## src/rtl/hes_msg_feeder.sv

```systemverilog
// hes_msg_feeder: buffers source bytes in a FIFO and hands them to the HES hash core on M/F_dr/F_rtr, then raises End_of_File.
// Latency: a byte accepted into an empty FIFO is on M one cycle later; one byte per cycle on each side.
// Backpressure: in_ready drops when the FIFO is full (even with a pop that cycle) or on start; F_rtr=0 holds M/F_dr.
// Option macro HES_MSG_FEEDER_PAD_EN: appends one trailer byte msg_len[7:0] after the last data byte, before End_of_File.

// Generic byte FIFO with synchronous flush; caller never pushes when full nor pops when empty.
module hes_msg_fifo #(
   parameter int W     = 8,
   parameter int DEPTH = 8
) (
   input  logic                    clk,
   input  logic                    rst,
   input  logic                    flush,
   input  logic                    wr_vld,
   input  logic [W-1:0]            wr_dat,
   input  logic                    rd_rdy,
   output logic [W-1:0]            rd_dat,
   output logic                    full,
   output logic                    empty,
   output logic [$clog2(DEPTH):0]  count
);
   localparam int AW = $clog2(DEPTH);
   localparam logic [AW:0] PTR_ONE = 1;

   logic [W-1:0] mem [DEPTH];
   logic [AW:0]  wr_ptr;
   logic [AW:0]  rd_ptr;

   // Extra pointer MSB distinguishes full from empty when the low bits match.
   assign empty  = (wr_ptr == rd_ptr);
   assign full   = (wr_ptr == {~rd_ptr[AW], rd_ptr[AW-1:0]});
   assign count  = wr_ptr - rd_ptr;
   assign rd_dat = mem[rd_ptr[AW-1:0]];

   // Pointer update; flush empties the FIFO without touching storage.
   always_ff @(posedge clk) begin
      if (rst || flush) begin
         wr_ptr <= '0;
         rd_ptr <= '0;
      end else begin
         if (wr_vld) wr_ptr <= wr_ptr + PTR_ONE;
         if (rd_rdy) rd_ptr <= rd_ptr + PTR_ONE;
      end
   end

   // Storage write.
   always_ff @(posedge clk) begin
      if (wr_vld) mem[wr_ptr[AW-1:0]] <= wr_dat;
   end
endmodule

module hes_msg_feeder #(
   parameter int DEPTH = 8,
   parameter int CW    = 16
) (
   input  logic          clk,
   input  logic          rst,
   input  logic          start,
   input  logic          in_valid,
   input  logic [7:0]    in_data,
   input  logic          in_last,
   output logic          in_ready,
   output logic [7:0]    M,
   output logic          F_dr,
   input  logic          F_rtr,
   output logic          End_of_File,
   output logic [CW-1:0] msg_len
);
   localparam int AW = $clog2(DEPTH);
   localparam logic [AW:0]   CNT_ONE = 1;
   localparam logic [CW-1:0] LEN_ONE = 1;

   typedef enum logic [2:0] {
      S_IDLE,
      S_LOAD,
      S_DRAIN,
`ifdef HES_MSG_FEEDER_PAD_EN
      S_PAD,
`endif
      S_EOF
   } state_t;

   state_t       state;
   state_t       state_nxt;
   logic         push;
   logic         pop;
   logic         fifo_side;
   logic         full;
   logic         empty;
   logic [7:0]   fifo_dat;
   logic [AW:0]  fifo_cnt;

   hes_msg_fifo #(.W(8), .DEPTH(DEPTH)) u_fifo (
      .clk    (clk),
      .rst    (rst),
      .flush  (start),
      .wr_vld (push),
      .wr_dat (in_data),
      .rd_rdy (pop),
      .rd_dat (fifo_dat),
      .full   (full),
      .empty  (empty),
      .count  (fifo_cnt)
   );

   assign push = in_valid & in_ready;
   assign pop  = fifo_side & F_dr & F_rtr;

   // Next state and outputs; LOAD/DRAIN expose the FIFO head, PAD exposes the length trailer.
   always_comb begin
      state_nxt   = state;
      in_ready    = 1'b0;
      F_dr        = 1'b0;
      M           = 8'h00;
      End_of_File = 1'b0;
      fifo_side   = 1'b0;
      case (state)
         S_IDLE: begin
            state_nxt = S_IDLE;
         end
         S_LOAD: begin
            fifo_side = 1'b1;
            in_ready  = !full && !start;
            if (in_valid && !full && in_last) state_nxt = S_DRAIN;
         end
         S_DRAIN: begin
            fifo_side = 1'b1;
            // Leave on the edge that pops the last entry so End_of_File follows the final transfer directly.
            if (empty || (F_rtr && fifo_cnt == CNT_ONE)) begin
`ifdef HES_MSG_FEEDER_PAD_EN
               state_nxt = S_PAD;
`else
               state_nxt = S_EOF;
`endif
            end
         end
`ifdef HES_MSG_FEEDER_PAD_EN
         S_PAD: begin
            F_dr = 1'b1;
            M    = msg_len[7:0];
            if (F_rtr) state_nxt = S_EOF;
         end
`endif
         S_EOF: begin
            End_of_File = 1'b1;
         end
         default: begin
            state_nxt = S_IDLE;
         end
      endcase
      if (fifo_side) begin
         F_dr = !empty;
         M    = fifo_dat;
      end
      if (start) state_nxt = S_LOAD;
   end

   // State register and accepted-byte counter; start clears the count for the new message.
   always_ff @(posedge clk) begin
      if (rst) begin
         state   <= S_IDLE;
         msg_len <= '0;
      end else begin
         state <= state_nxt;
         if (start)     msg_len <= '0;
         else if (push) msg_len <= msg_len + LEN_ONE;
      end
   end
endmodule

```

## config.mk

```make
export PLATFORM = sky130hd
export DESIGN_NAME = hes_msg_feeder
export DESIGN_NICKNAME = d
export VERILOG_FILES = /design/src/rtl/hes_msg_feeder.sv
export SDC_FILE = /design/constraint.sdc
export NUM_CORES = 1
export LEC_CHECK = 0
export CORE_UTILIZATION = 50
export CTS_CLUSTER_SIZE = 28
export DETAILED_ROUTE_END_ITERATION = 16
export PLACE_DENSITY = 0.82
export SYNTH_ARGS = -nofsm -noshare
export SYNTH_HDL_FRONTEND = slang
export SYNTH_HIERARCHICAL = 1
export SYNTH_SLANG_ARGS = --single-unit
```

## constraint.sdc

```tcl
create_clock -name clk -period 7.06 [get_ports clk]
set_input_delay 1.412 -clock clk [delete_from_list [all_inputs] [get_ports clk]]
set_output_delay 1.412 -clock clk [all_outputs]
set_load 0.005 [all_outputs]
```

# After elaboration in Yosys (flattened, before gate mapping)

Memories as Yosys holds them, arrays and structs flattened. A register that Yosys moved wholly into a read port is not among the register bits.
Cells that the tools add are included.

Logic and storage cells: 52
Bits in latches: 0
Output and inout port bits: 27
Memories kept: 1
Bits in read-only memories: 0
Register bits: 27
RAM bits: 64

Div/mod/pow operators: 0
Bitwise gates (word level): 5
Reduce and logical (&&, ||, !) cells: 13
Mux-type cells: 13
Add/subtract/negate cells: 4
Magnitude comparators: 0
Shift-type cells: 0
Equal/unequal tests: 11
Multiply operators: 0

Memory list:

| name       | words | width | rd ports | clocked after Yosys merged registers in | wr ports | RTL line | source |
|---|---|---|---|---|---|---|---|
| u_fifo.mem | 8     | 8     | 1        | 1                                       | 1        | 25       | `logic [W-1:0] mem [DEPTH];` |

Operator list:

| operator                                      | count |
|---|---|
| adder 16 x 1 -> 16 bit, second input constant | 1 |
| 2-to-1 mux 3 bit                              | 4 |
| case mux 3 bit (3 select lines)               | 1 |
| adder 4 x 1 -> 4 bit, second input constant   | 2 |
| == test 4 bit                                 | 2 |
| 2-to-1 mux 8 bit                              | 1 |
| 2-to-1 mux 1 bit                              | 7 |
| == test 3 x 2 -> 1 bit, second input constant | 2 |
| inequality test 2 bit, second input constant  | 3 |
| inequality test 3 bit, second input constant  | 2 |
| AND reduction 3 bit                           | 2 |
| == test 4 x 1 -> 1 bit, second input constant | 1 |
| logical AND 1 bit                             | 4 |
| OR reduction 2 bit                            | 2 |
| subtractor 4 bit                              | 1 |
| bitwise AND 1 bit                             | 3 |
| == test 3 x 1 -> 1 bit, second input constant | 1 |
| zero test 1 bit                               | 3 |
| logical OR 1 bit                              | 2 |
| NOT 1 bit                                     | 2 |

# Logic depth before layout (Yosys ltp)

Gate-level depths: netlist of run 1.

Word-level depth: 8
Depth in mapped cells: 9

# By module

The synthesis of run 1 kept the hierarchy.

Modules (own cells, without submodules):

| module         | times used | cells an instance | area an instance (um2) |
|---|---|---|---|
| hes_msg_fifo   | 1          | 160               | 3040.4 |
| hes_msg_feeder | 1          | 119               | 1011.0 |

# Least setup slack after synthesis of run 1

OpenSTA, ideal clock, no wires.

Kind: input-to-output
From: in start
To: out in_ready
Arrival time: 1.618 ns
Stages: 1
Setup slack: 4.030 ns
Required time: 5.648 ns
Cells stage by stage: nor3b_1

Cells in the longest elaborated chain, start to end: 3

Ends and longest elaborated chain:

| what               | RTL line | source |
|---|---|---|
| start: declaration | 58       | `input logic start,` |
| zero test 1 bit    | 123      | `in_ready = !full && !start;` |
| logical AND 1 bit  | 123      |  |
| 2-to-1 mux 1 bit   | 117      | `case (state)` |
| end: declaration   | 62       | `output logic in_ready,` |

No other way between the ends.

==> results.txt, run 1 <==
The power density of the placed cells came out at ~210 nW/µm². The total half-perimeter wirelength after legalization and detailed placement is ~4900 µm. The worst register-to-register path has a depth of 7. The design draws between 1000 and 1500 µW. The maximum vdd drop is 0.1078 mV. The portion of the post-synthesis area used by sequential elements is between 60% and 70%. The critical path goes through mux4_1, mux2_2, nor2b_1, clkdlybuf4s50_1. The H-tree level count came out at 3. The wire length per cell is approximately 17 µm. The fraction of post-synthesis cell area in the top cell type by area came out at approximately 47%. STA classifies the critical path endpoint as a primary output. The number of maximum-capacitance constraint violations came out at 0. The total negative slack is 0 ns. The clock skew after layout is approximately 0.0092 ns.

The overall global routing resource usage came out at 19.03%. The utilization after layout is between 60% and 70%. In this run, flip-flops and latches consume 57.2% of the power. The number of antenna violations at the first check in global routing came out at 0.

The flow ran to the end, and the final reports show no timing, DRC or antenna violations. The quantity of gates resized following cts came out at 0. The slowest stage of the critical path is the dfxtp_1 cell.

The die outline width came out at between 90 and 100 µm. TritonCTS built the clock tree. The final hold violation count came out at 0.

The critical path buffer and inverter count is 1. The detail-routed via count per cell came out at around 5.5. The tightest hold margin came out at between 0.4 and 0.5 ns. The tree built by TritonCTS fans out to 93 sinks.

The final layout contains about 350 nets. For the worst-skew pair, the clock arrives at the later sink with an insertion delay of between 0.3 and 0.4 ns. The number of buffers added for setup after CTS came out at 0. The largest net degree at the start of global routing came out at 20. The clock network fraction of design power came out at between 30% and 40%.

The number of max-slew violations in the final report was 0. By area the synthesized netlist is led by edfxtp_1, dfxtp_1, mux4_1, ha_1, nor2_1. The number of cells traversed by the worst hold path came out at 2. After floorplanning, the core was divided into 32 placement rows. Derived from the worst setup path, the maximum achievable clock frequency is between 200 and 250 MHz. The async set-or-reset flop fraction in the synthesized netlist is 0%. The total routed wirelength is about 7400 µm. Once detail routing completed, the nets flagged for antenna violations numbered 0. The signal arrival time at the worst endpoint is 2.83 ns. The tightest slew margin relative to the limit is between 30% and 40%. In the synthesized netlist the dominant register cell turns out to be edfxtp_1. The number of CTS-inserted buffers is 9. The instance count on the critical path is 4. The cell sitting at the root of the clock tree is a clkbuf_8.

The cell-internal power came out at about 800 µW. The peak fanout along the critical path came out at 16. After layout, the worst path uses roughly three fifths of the clock period. The die covers roughly 8500 µm². The clock transition at the register clock pins on the worst setup and hold paths after CTS came out at roughly 0.090 ns. The number of antenna diodes in the final layout is 0. The class of the worst hold path is register to register. Setup repair after global routing left no endpoint under its margin. The maximum buffer depth of the clock tree is 2. After floorplanning, the core was sized to cover between 7000 and 8000 µm². The worst setup path is launched from a register. The share of layout cells above drive strength 1 came out at a little over a tenth.

The number of global-route vias before repair came out at between 2000 and 2500. The setup path with the least slack is of type register to primary output. The synthesis-to-layout area growth is 17.67%. The cts-stage hold buffer count is 0.

In this run the cell area of the synthesized design comes to about 4000 µm². Summed over all instances, the cell type with the most area after synthesis is edfxtp_1. The fraction of power spent switching nets came out at between 20% and 30%. In the routed design, unresolved DRC markers number 0. The first-pass GRT wire length came out at between 10000 and 15000 µm. The synthesized netlist net count is a little over 300. In this run the mean area of a mapped cell was 14.52 µm². The leftover overflow at the end of global routing came out at 0. The clock period minus worst slack came out at about 4.2 ns. The initial DRC count came out at about 140. The number of optimization iterations in the first detailed-route pass is 4. The most used standard cell by instance count after synthesis is edfxtp_1. The congestion estimate from routability-driven global placement came to approximately 0.81. The I/O pin total is just over 40. The count of cell types in the netlist is 45. Of the total power, combinational logic draws 4.5%.

The number of vias in the routed layout came out at 2352. The final number of setup-violating endpoints is 0. The static leakage power is 0.001571 µW. The count of yosys warnings during synthesis is 6. The required time reported for the critical path endpoint came out at 5.65 ns. The count of buffers added on input and output ports is 40. The actual transition at the worst max-transition pin is between 0.9 and 1 ns. In this run, synthesis produced a sequential element count of just over 90. The number of fill cells came out at roughly 580.

The number of synthesized flops with an enable pin came out at 64. The initial core utilization came out at between 50% and 60%. The gate family responsible for the most delay along the worst path is multiplexers. The die height is 92.02 µm.

The largest single stage delay on the critical path is a little over 0.9 ns. Sorting the synthesized cells by how often they occur yields edfxtp_1, nor2_1, dfxtp_1, mux4_1, nand2_1. The synthesized instance count is about 280. The net switching power came out at around 210 µW.
stage by stage:
step           worst slack [ns]  instances  cell area (µm²)
2_1_floorplan             4.030        279             4051
3_3_place_gp              3.003        414             4534
3_5_place_dp              2.978        414             4534
4_1_cts                   2.792        430             4767
5_1_grt                   2.723        430             4767
6_report                  2.821        430             4767
final cells by class:
cell class / instances / area (µm²) / area share (%)
multi-input combinational: 164 / 1439 / 30.18
clock buffer: 9 / 123.9 / 2.598
clock inverter: 7 / 108.9 / 2.283
sequential: 93 / 2502 / 52.49
tap: 102 / 127.6 / 2.677
timing repair buffer: 42 / 415.4 / 8.714
inverter: 13 / 50.05 / 1.050
tightest hold or removal path, stage by stage, from the launching register on:
cell     delay, ns
dfxtp_1       0.33
o31ai_1       0.06
a21oi_1       0.05
cells in the final DEF (no fill, tap or decap), types with 7 or more instances in the layout:
master	n
a21oi_1	7
clkbuf_8	9
clkdlybuf4s50_1	40
dfxtp_1	29
edfxtp_1	64
ha_1	9
inv_1	12
mux2_2	8
mux4_1	15
nand2_1	13
nor2_1	30
nor2b_1	10
xor2_1	10
final timing paths:
path | start | end | slack (ns)
min | msg_len[15] | msg_len[15] | 0.49
max reg2reg | u_fifo/wr_ptr[1] | u_fifo/mem[3][2] | 4.27
min reg2reg | msg_len[15] | msg_len[15] | 0.49
max | register | M[4] | 2.82
routing by layer:
layer | track usage [%] | vias up | wire [µm]
met4 | 10.94 | 0 | 237
met3 | 3.566 | 19 | 429
met1 | 22.91 | 1118 | 3041
met5 | 0 | - | 0
met2 | 32.03 | 80 | 3698
li1 | - | 1135 | -
registers in the layout, summed over array words and instances, names as in the netlist, named ones only:
| signal | flops |
|---|---|
| msg_len | 16 |
| state | 2 |
| u_fifo/mem | 64 |
| u_fifo/rd_ptr | 4 |
| u_fifo/wr_ptr | 4 |
cells by family after synthesis:
logic type      synth area share (%)
buf+inv                        2.717
compound gates                 2.687
xor+xnor                       3.459
flops                          61.77
simple gates                   12.29
fa+ha+maj                      3.274
mux                            13.80
power groups by stage:
stage / Combinational, µW / Clock [µW] / Sequential (µW)
detailed placement: 46.2 / 0 / 598
CTS: 46.5 / 397 / 585
finish: 46.4 / 391 / 585
global placement: 45.2 / 0 / 598
floorplan: 19.5 / 0 / 597
global route: 50.1 / 421 / 586
(Power assumes the default switching activity.)
==> inputs of run 2 (changes only) <==
PLACE_DENSITY = 0.85   (was 0.82)
clock period = 3.55 ns   (was 7.06 ns; I/O delays follow)
==> run 2 against run 1 <==
Effect of this change:
- worst setup slack worse by 2.4 ns
- cell area down 0.71%
- core utilization shrank 0.43 points
- largest power group unchanged
- critical path depth increased by 1
- sequential share of layout area rose by 0.37 points
- count of clock-buffer cells in the layout increased by 2
- sequential power increased by 98%
- critical endpoint unchanged
- non-clock buffer count is 1 higher
==> results.txt, run 2 (same netlist as run 1, synthesis figures left out) <==
The power density of the placed cells came out at 407.7 nW/µm² (was 214.6 nW/µm²). The synthesis-to-layout area growth came out at 16.83% (was 17.67%). The number of antenna repair diodes is 0 (unchanged). The wire length per cell is 17.23 µm (was 17.22 µm).

The last weighted congestion value of the routability-driven placer was 0.7749 (was 0.8090). The top layer used by detailed routing is met4 (unchanged). The clock network fraction of design power is 34.9% (was 38.3%). The clock period minus worst slack came out at approximately 3.2 ns. The number of optimization iterations in the first detailed-route pass came out at 4 (unchanged). The routed length on met1 came out at 3293 µm (was 3041 µm). The combinational share of power is 4.8% (was 4.5%). The post-detailed-route count of antenna-violating nets came out at 0 (unchanged). The overall power came to 1930 µW (was 1023 µW). The number of global-route vias before repair is 2388 (was 2327). The die outline width came out at 92.02 µm (unchanged). The cts-stage hold buffer count is 0 (unchanged).

The die height came out at 92.02 µm (unchanged). The initial core utilization came out at 52.16% (unchanged). The portion of total power attributed to sequential cells is 60.3% (was 57.2%). The clock tree from TritonCTS is yes (unchanged).

The critical register-to-register path endpoint was u_fifo/mem[3][7] (was u_fifo/mem[3][2]). The number of antenna violations at the first check in global routing is 0 (unchanged). The maximum buffer depth of the clock tree is 2 (unchanged). The initial DRC count was 158 (was 138). The worst reg-to-reg setup slack is 0.90 ns (was 4.27 ns). The net switching power was 393.8 µW (was 212.4 µW). The number of buffers added for setup after CTS is 0 (unchanged). The overall global routing resource usage came out at 19.02% (was 19.03%). The routed length on met3 came to 383 µm (was 429 µm).

The gate family responsible for the most delay along the worst path was multiplexers (unchanged). The origin of the critical flop-to-flop path is u_fifo/wr_ptr[1] (unchanged). The number of cell rows came to 32 (unchanged). The total clock sinks is 93 (unchanged).

The sort of element at the start of the critical path was a register (unchanged). The fraction of power spent switching nets is 20.41% (was 20.76%). The total routed wirelength came out at 7426 µm (was 7406 µm). The placeable core area is 7767 µm² (unchanged).

The critical path buffer and inverter count is 2 (was 1). The instance count on the critical path is 5 (was 4). Most frequent cells in the layout: edfxtp_1, clkdlybuf4s50_1, nor2_1, dfxtp_1, mux4_1 (unchanged).

The class of the worst hold path was register to register (unchanged). The clock transition at the register clock pins on the worst setup and hold paths after CTS came out at 0.09 ns (about the same). The latest clock arrival within the worst-skew pair came to 0.34 ns (was 0.36 ns). The maximum single-stage delay on the critical path came to 0.64 ns (was 0.91 ns). The first-pass GRT wire length came out at 12010 µm (was 11680 µm). The number of port buffers came out at 40 (unchanged). The signal arrival time at the worst endpoint came out at 2.46 ns (was 2.83 ns). The share of layout cells above drive strength 1 came out at 10.03% (was 10.67%). The number of vias in the routed layout is 2405 (was 2352). The detail-routed via count per cell came out at 5.580 (was 5.470).

Cell breakdown of the critical path: buf_4, mux4_1, mux2_2, nor2b_1, clkdlybuf4s50_1 (was mux4_1, mux2_2, nor2b_1, clkdlybuf4s50_1). The I/O pin total is 41 (unchanged). The DRC violations left came out at 0 (unchanged). The flip-flop count of the largest register, all copies and words added is 64 (unchanged). The number of maximum-capacitance constraint violations is 0 (unchanged). The upper clock frequency limit is approximately 320 MHz. The number of nets in the final layout was 348 (was 347). The root cell of the clock tree is clkbuf_8 (unchanged).

The clock skew after layout came out at 0.01092 ns (was 0.009223 ns). The final number of setup-violating endpoints was 0 (unchanged). The worst reg-to-reg path cell count was 7 (unchanged). The category of the critical setup timing path was register to primary output (unchanged). Of the available clock period, the critical path in the final layout requires approximately nine tenths. The static leakage power is 0.001564 µW (was 0.001571 µW).

Status: completed (unchanged). The peak fanout along the critical path came out at 16 (unchanged). The actual transition at the worst max-transition pin came out at 0.8104 ns (was 0.9688 ns). The number of CTS-inserted buffers came to 9 (unchanged). The most common library cell in the layout ignoring fill and taps is edfxtp_1 (unchanged). The cell type of the slowest stage on the worst timing path was mux4_1 (was dfxtp_1).

The quantity of gates resized following cts came out at 0 (unchanged). The worst min-delay path endpoint is u_fifo/wr_ptr[3] (was msg_len[15]). The startpoint of the lowest-slack hold path is u_fifo/wr_ptr[3] (was msg_len[15]). The H-tree level count came out at 3 (unchanged). The leftover overflow at the end of global routing is 0 (unchanged).

The cell-internal power came out at 1536 µW (was 810.7 µW). The number of fill cells came out at 587 (was 579). The number of cells traversed by the worst hold path is 2 (unchanged).

The die footprint came out at 8467 µm² (unchanged). The largest net degree at the start of global routing is 20 (unchanged). The maximum vdd drop was 0.1944 mV (was 0.1078 mV). Setup repair after global routing missed its margin: false (unchanged).

The critical path endpoint category was a primary output (unchanged). The total negative slack is 0 ns (unchanged). The tightest slew margin relative to the limit came out at 45.78% (was 35.18%). The final hold violation count came out at 0 (unchanged).

The number of max-slew violations in the final report came out at 0 (unchanged). The required time reported for the critical path endpoint came out at 2.84 ns (was 5.65 ns). The wire length on met2 came to 3683 µm (was 3698 µm). The total half-perimeter wirelength after legalization and detailed placement is 5097 µm (was 4875 µm).
-- run 2: cell types whose count changed in the layout (fill, tap and decap cells not counted) --
cell | before | now
clkinv_8 | 1 | 0
clkinv_1 | 0 | 1
clkbuf_1 | 0 | 2
bufinv_16 | 2 | 1
buf_4 | 2 | 3
clkinv_4 | 1 | 2
clkinvlp_4 | 2 | 0
-- run 2: final cells by class --
type / instances / area, µm² / share of cell area [%]
clock inverter: 5 / 60.06 / 1.269
timing repair buffer: 43 / 422.9 / 8.935
clock buffer: 11 / 131.4 / 2.776
sequential: 93 / 2502 / 52.87
tap: 102 / 127.6 / 2.696
multi-input combinational: 164 / 1439 / 30.40
inverter: 13 / 50.05 / 1.057
-- run 2: tightest hold or removal path, stage by stage (launching register included) --
cell	delay, ns
dfxtp_1	0.34
o21ai_0	0.08
a21oi_1	0.06
-- run 2: metal layers --
metal,vias up,global-route usage [%]
met1,1190,26.24
li1,1134,-
met5,-,0
met2,76,30.53
met4,0,5.990
met3,5,3.814
-- run 2: worst max-delay path by stage --
stage | start | end | slack (ns)
6_report | register | M[4] | 0.38
5_1_grt | register | M[4] | 0.27
4_1_cts | register | M[4] | 0.36
3_5_place_dp | start | u_fifo/mem[5][5] | 0.59
3_3_place_gp | start | u_fifo/mem[3][3] | 0.65
2_1_floorplan | u_fifo/rd_ptr[1] | u_fifo/mem[1][0] | 1.19
-- run 2: stage by stage --
| step | instances | instance area (µm²) | hold WS, ns | setup WS, ns | util (%) |
|---|---|---|---|---|---|
| finish | 431 | 4733 | 0.5259 | 0.3839 | 60.94 |
| detailed placement | 415 | 4542 | 0.4792 | 0.5908 | 58.47 |
| global placement | 415 | 4542 | 0.4735 | 0.6513 | 58.47 |
| global route | 431 | 4733 | 0.5320 | 0.2657 | 60.94 |
| CTS | 431 | 4733 | 0.5188 | 0.3579 | 60.94 |
| floorplan | 279 | 4051 | 0.4682 | 1.186 | - |
-- run 2: power by group through the flow --
stage | Clock [µW] | Sequential, µW | Combinational [µW]
5_1_grt | 736 | 1160 | 101
4_1_cts | 688 | 1160 | 94.1
2_1_floorplan | 0 | 1190 | 38.7
3_3_place_gp | 0 | 1190 | 91.5
3_5_place_dp | 0 | 1190 | 93.9
6_report | 673 | 1160 | 93.1
==> inputs of run 3 (changes only) <==
--- a/config.mk
+++ b/config.mk
@@ -7,6 +7,6 @@
 export LEC_CHECK = 0
-export CORE_UTILIZATION = 50
+export CORE_UTILIZATION = 37
 export CTS_CLUSTER_SIZE = 28
 export DETAILED_ROUTE_END_ITERATION = 16
-export PLACE_DENSITY = 0.85
+export PLACE_DENSITY = 0.69
 export SYNTH_ARGS = -nofsm -noshare
==> constraint.sdc (replaced) <==
create_clock -name clk -period 3.55 [get_ports clk]
set_input_delay 0.8875 -clock clk [delete_from_list [all_inputs] [get_ports clk]]
set_output_delay 0.8875 -clock clk [all_outputs]
set_load 0.005 [all_outputs]
==> run 3 against run 2 <==
Effect of this change:
- count of clock-buffer cells in the layout is the same
- worst hold slack lost 0.044 ns
- flip-flop and latch count is the same
- routed wire length shrank 2.3%
- critical path depth is the same
- via count shrank 2.9%
- die area grew 34%
- maximum frequency shrank 4.6%
- total power shrank 3.0%
- critical path type unchanged
- critical endpoint unchanged
==> results.txt, run 3 (same netlist as run 1, synthesis figures left out) <==
Status: completed (unchanged). The total clock sinks is 93 (unchanged). The critical path capture point is M[4] (unchanged). The clock skew after layout is 0.009976 ns (was 0.01092 ns). The root cell of the clock tree was clkbuf_8 (unchanged).

The quantity of gates resized following cts came to 0 (unchanged). The static leakage power came out at 0.001595 µW (was 0.001564 µW). The share of layout cells above drive strength 1 was 12.43% (was 10.03%). The initial core utilization came out at 38.72% (was 52.16%).

The portion of total power attributed to sequential cells came out at 62.1% (was 60.3%). The critical path endpoint category was a primary output (unchanged). The clock transition at the register clock pins on the worst setup and hold paths after CTS is 0.09 ns (about the same). The critical register-to-register path endpoint is u_fifo/mem[0][3] (was u_fifo/mem[3][7]). The worst reg-to-reg setup slack came out at 1.23 ns (was 0.90 ns). The number of buffers added for setup after CTS came to 0 (unchanged). The peak fanout along the critical path came out at 16 (unchanged). The maximum single-stage delay on the critical path is 0.59 ns (was 0.64 ns).

The leftover overflow at the end of global routing is 0 (unchanged). The total half-perimeter wirelength after legalization and detailed placement is 4868 µm (was 5097 µm). The sort of element at the start of the critical path was a register (unchanged). The number of port buffers came out at 40 (unchanged). Setup repair after global routing missed its margin: false (unchanged). The wire length per cell came out at 15.31 µm (was 17.23 µm). The cts-stage hold buffer count came out at 0 (unchanged). The number of antenna violations at the first check in global routing is 0 (unchanged).

The H-tree level count is 3 (unchanged). The number of placed instances with taps included came out at 458 (was 415). The clock tree from TritonCTS was yes (unchanged). The power density of the placed cells came out at 388.4 nW/µm² (was 407.7 nW/µm²).

The actual transition at the worst max-transition pin came out at 0.5067 ns (was 0.8104 ns). The die height was 106.6 µm (was 92.02 µm). The number of global-route vias before repair is 2268 (was 2388). The number of optimization iterations in the first detailed-route pass is 4 (unchanged). The die outline width is 106.6 µm (was 92.02 µm). The category of the critical setup timing path is register to primary output (unchanged). The overall global routing resource usage came out at 13.76% (was 19.02%). The synthesis-to-layout area growth is 18.96% (was 16.83%). The class of the worst hold path is register to register (unchanged). The combinational share of power is 4.9% (was 4.8%).

The number of max-slew violations in the final report came to 0 (unchanged). The number of cell rows is 37 (was 32). The required time reported for the critical path endpoint was 2.66 ns (was 2.84 ns).

The post-route cell area is 4820 µm² (was 4733 µm²). The cell-internal power is 1463 µW (was 1536 µW). The final cycle utilization of the critical path was 93.49% (was 89.19%). The maximum buffer depth of the clock tree was 2 (unchanged). The number of vias in the routed layout is 2336 (was 2405). The upper clock frequency limit is 301.3 MHz (was 315.8 MHz). The number of CTS-inserted buffers was 9 (unchanged). The maximum vdd drop came out at 0.1558 mV (was 0.1944 mV). The clock network fraction of design power was 32.9% (was 34.9%).

The first-pass GRT wire length came out at 11530 µm (was 12010 µm). The overall power came to 1872 µW (was 1930 µW). Cell breakdown of the critical path: buf_4, mux4_1, mux2_2, nor2b_1, clkdlybuf4s50_1 (unchanged).

The number of cells in the finished layout apart from fillers came out at 474 (was 431). The origin of the critical flop-to-flop path is u_fifo/wr_ptr[2] (was u_fifo/wr_ptr[1]). The utilization after layout was 46.07% (was 60.94%). The placeable core area came out at 10460 µm² (was 7767 µm²).

The post-detailed-route count of antenna-violating nets is 0 (unchanged). The tightest slew margin relative to the limit is 66.17% (was 45.78%). The detail-routed via count per cell came out at 4.928 (was 5.580).

The DRC violations left is 0 (unchanged). The fraction of power spent switching nets came out at 21.85% (was 20.41%). The latest clock arrival within the worst-skew pair came out at 0.36 ns (was 0.34 ns). The signal arrival time at the worst endpoint is 2.43 ns (was 2.46 ns). The largest net degree at the start of global routing is 20 (unchanged).

The area after detailed placement came out at 4652 µm² (was 4542 µm²). The cell type of the slowest stage on the worst timing path is mux4_1 (unchanged). The initial DRC count was 161 (was 158). The number of maximum-capacitance constraint violations came out at 0 (unchanged). The clock period minus worst slack is 3.319 ns (was 3.166 ns). The number of cells traversed by the worst hold path is 2 (unchanged). The total routed wirelength is 7255 µm (was 7426 µm). Most frequent cells in the layout: edfxtp_1, clkdlybuf4s50_1, nor2_1, dfxtp_1, mux4_1 (unchanged). The die footprint came out at 11370 µm² (was 8467 µm²). The net switching power came out at 409.0 µW (was 393.8 µW).

The flip-flop count of the largest register, all copies and words added came out at 64 (unchanged). The last weighted congestion value of the routability-driven placer is 0.7507 (was 0.7749). The most common library cell in the layout ignoring fill and taps was edfxtp_1 (unchanged).

The final number of setup-violating endpoints is 0 (unchanged). The total negative slack was 0 ns (unchanged). The number of antenna repair diodes is 0 (unchanged). The final hold violation count came to 0 (unchanged). The number of nets in the final layout is 357 (was 348). The I/O pin total came to 41 (unchanged).

The worst reg-to-reg path cell count came to 8 (was 7).
[run 3: changes by cell type in the layout (fill, tap and decap cells not counted), sizes merged]
cell,change
buf,+9
bufinv,-1
clkinv,-1
clkinvlp,+2
[run 3: power by group through the flow]
| stage | Clock (µW) | Sequential (µW) | Combinational, µW |
|---|---|---|---|
| detailed placement | 0 | 1190 | 93.9 |
| floorplan | 0 | 1190 | 38.7 |
| CTS | 634 | 1160 | 94.1 |
| finish | 616 | 1160 | 92.5 |
| global placement | 0 | 1190 | 92.0 |
| global route | 675 | 1160 | 101 |
[run 3: worst min-delay path by stage]
stage,startpoint,slack [ns],end
final,msg_len[15],0.48,msg_len[15]
after global routing,u_fifo/wr_ptr[3],0.54,u_fifo/wr_ptr[3]
after CTS,msg_len[15],0.49,msg_len[15]
after detailed placement,msg_len[15],0.48,msg_len[15]
after global placement,msg_len[15],0.47,msg_len[15]
after floorplan,msg_len[15],0.47,msg_len[15]
[run 3: metrics by stage]
step | setup slack (ns) | hold slack (ns)
after floorplan | 1.151 | 0.4682
after global routing | 0.1047 | 0.5423
after CTS | 0.1887 | 0.4880
after detailed placement | 0.5278 | 0.4759
final | 0.2309 | 0.4817
after global placement | 0.5351 | 0.4684
[run 3: layer usage]
metal	track usage [%]	wire length [µm]	vias up
met5	0	0	-
met4	5.577	110	0
met3	4.195	246	8
met2	21.84	3545	32
met1	17.56	3353	1145
li1	-	-	1151
[run 3: area by class of cell]
cell class / count / area [µm²]
repair buffers: 52 / 490.5
clock buffers: 11 / 131.4
multi-input cells: 164 / 1439
fillers: 924 / 5643
clock inverters: 5 / 36.28
well taps: 136 / 170.2
inverters: 13 / 50.05
flip-flops and latches: 93 / 2502
[run 3: worst max-delay path, delay by kind of cell (launching register included)]
family | cells | cell delay (ns)
simple gates | 1 | 0.13
buf+inv | 2 | 0.73
flops | 1 | 0.32
mux | 2 | 0.88
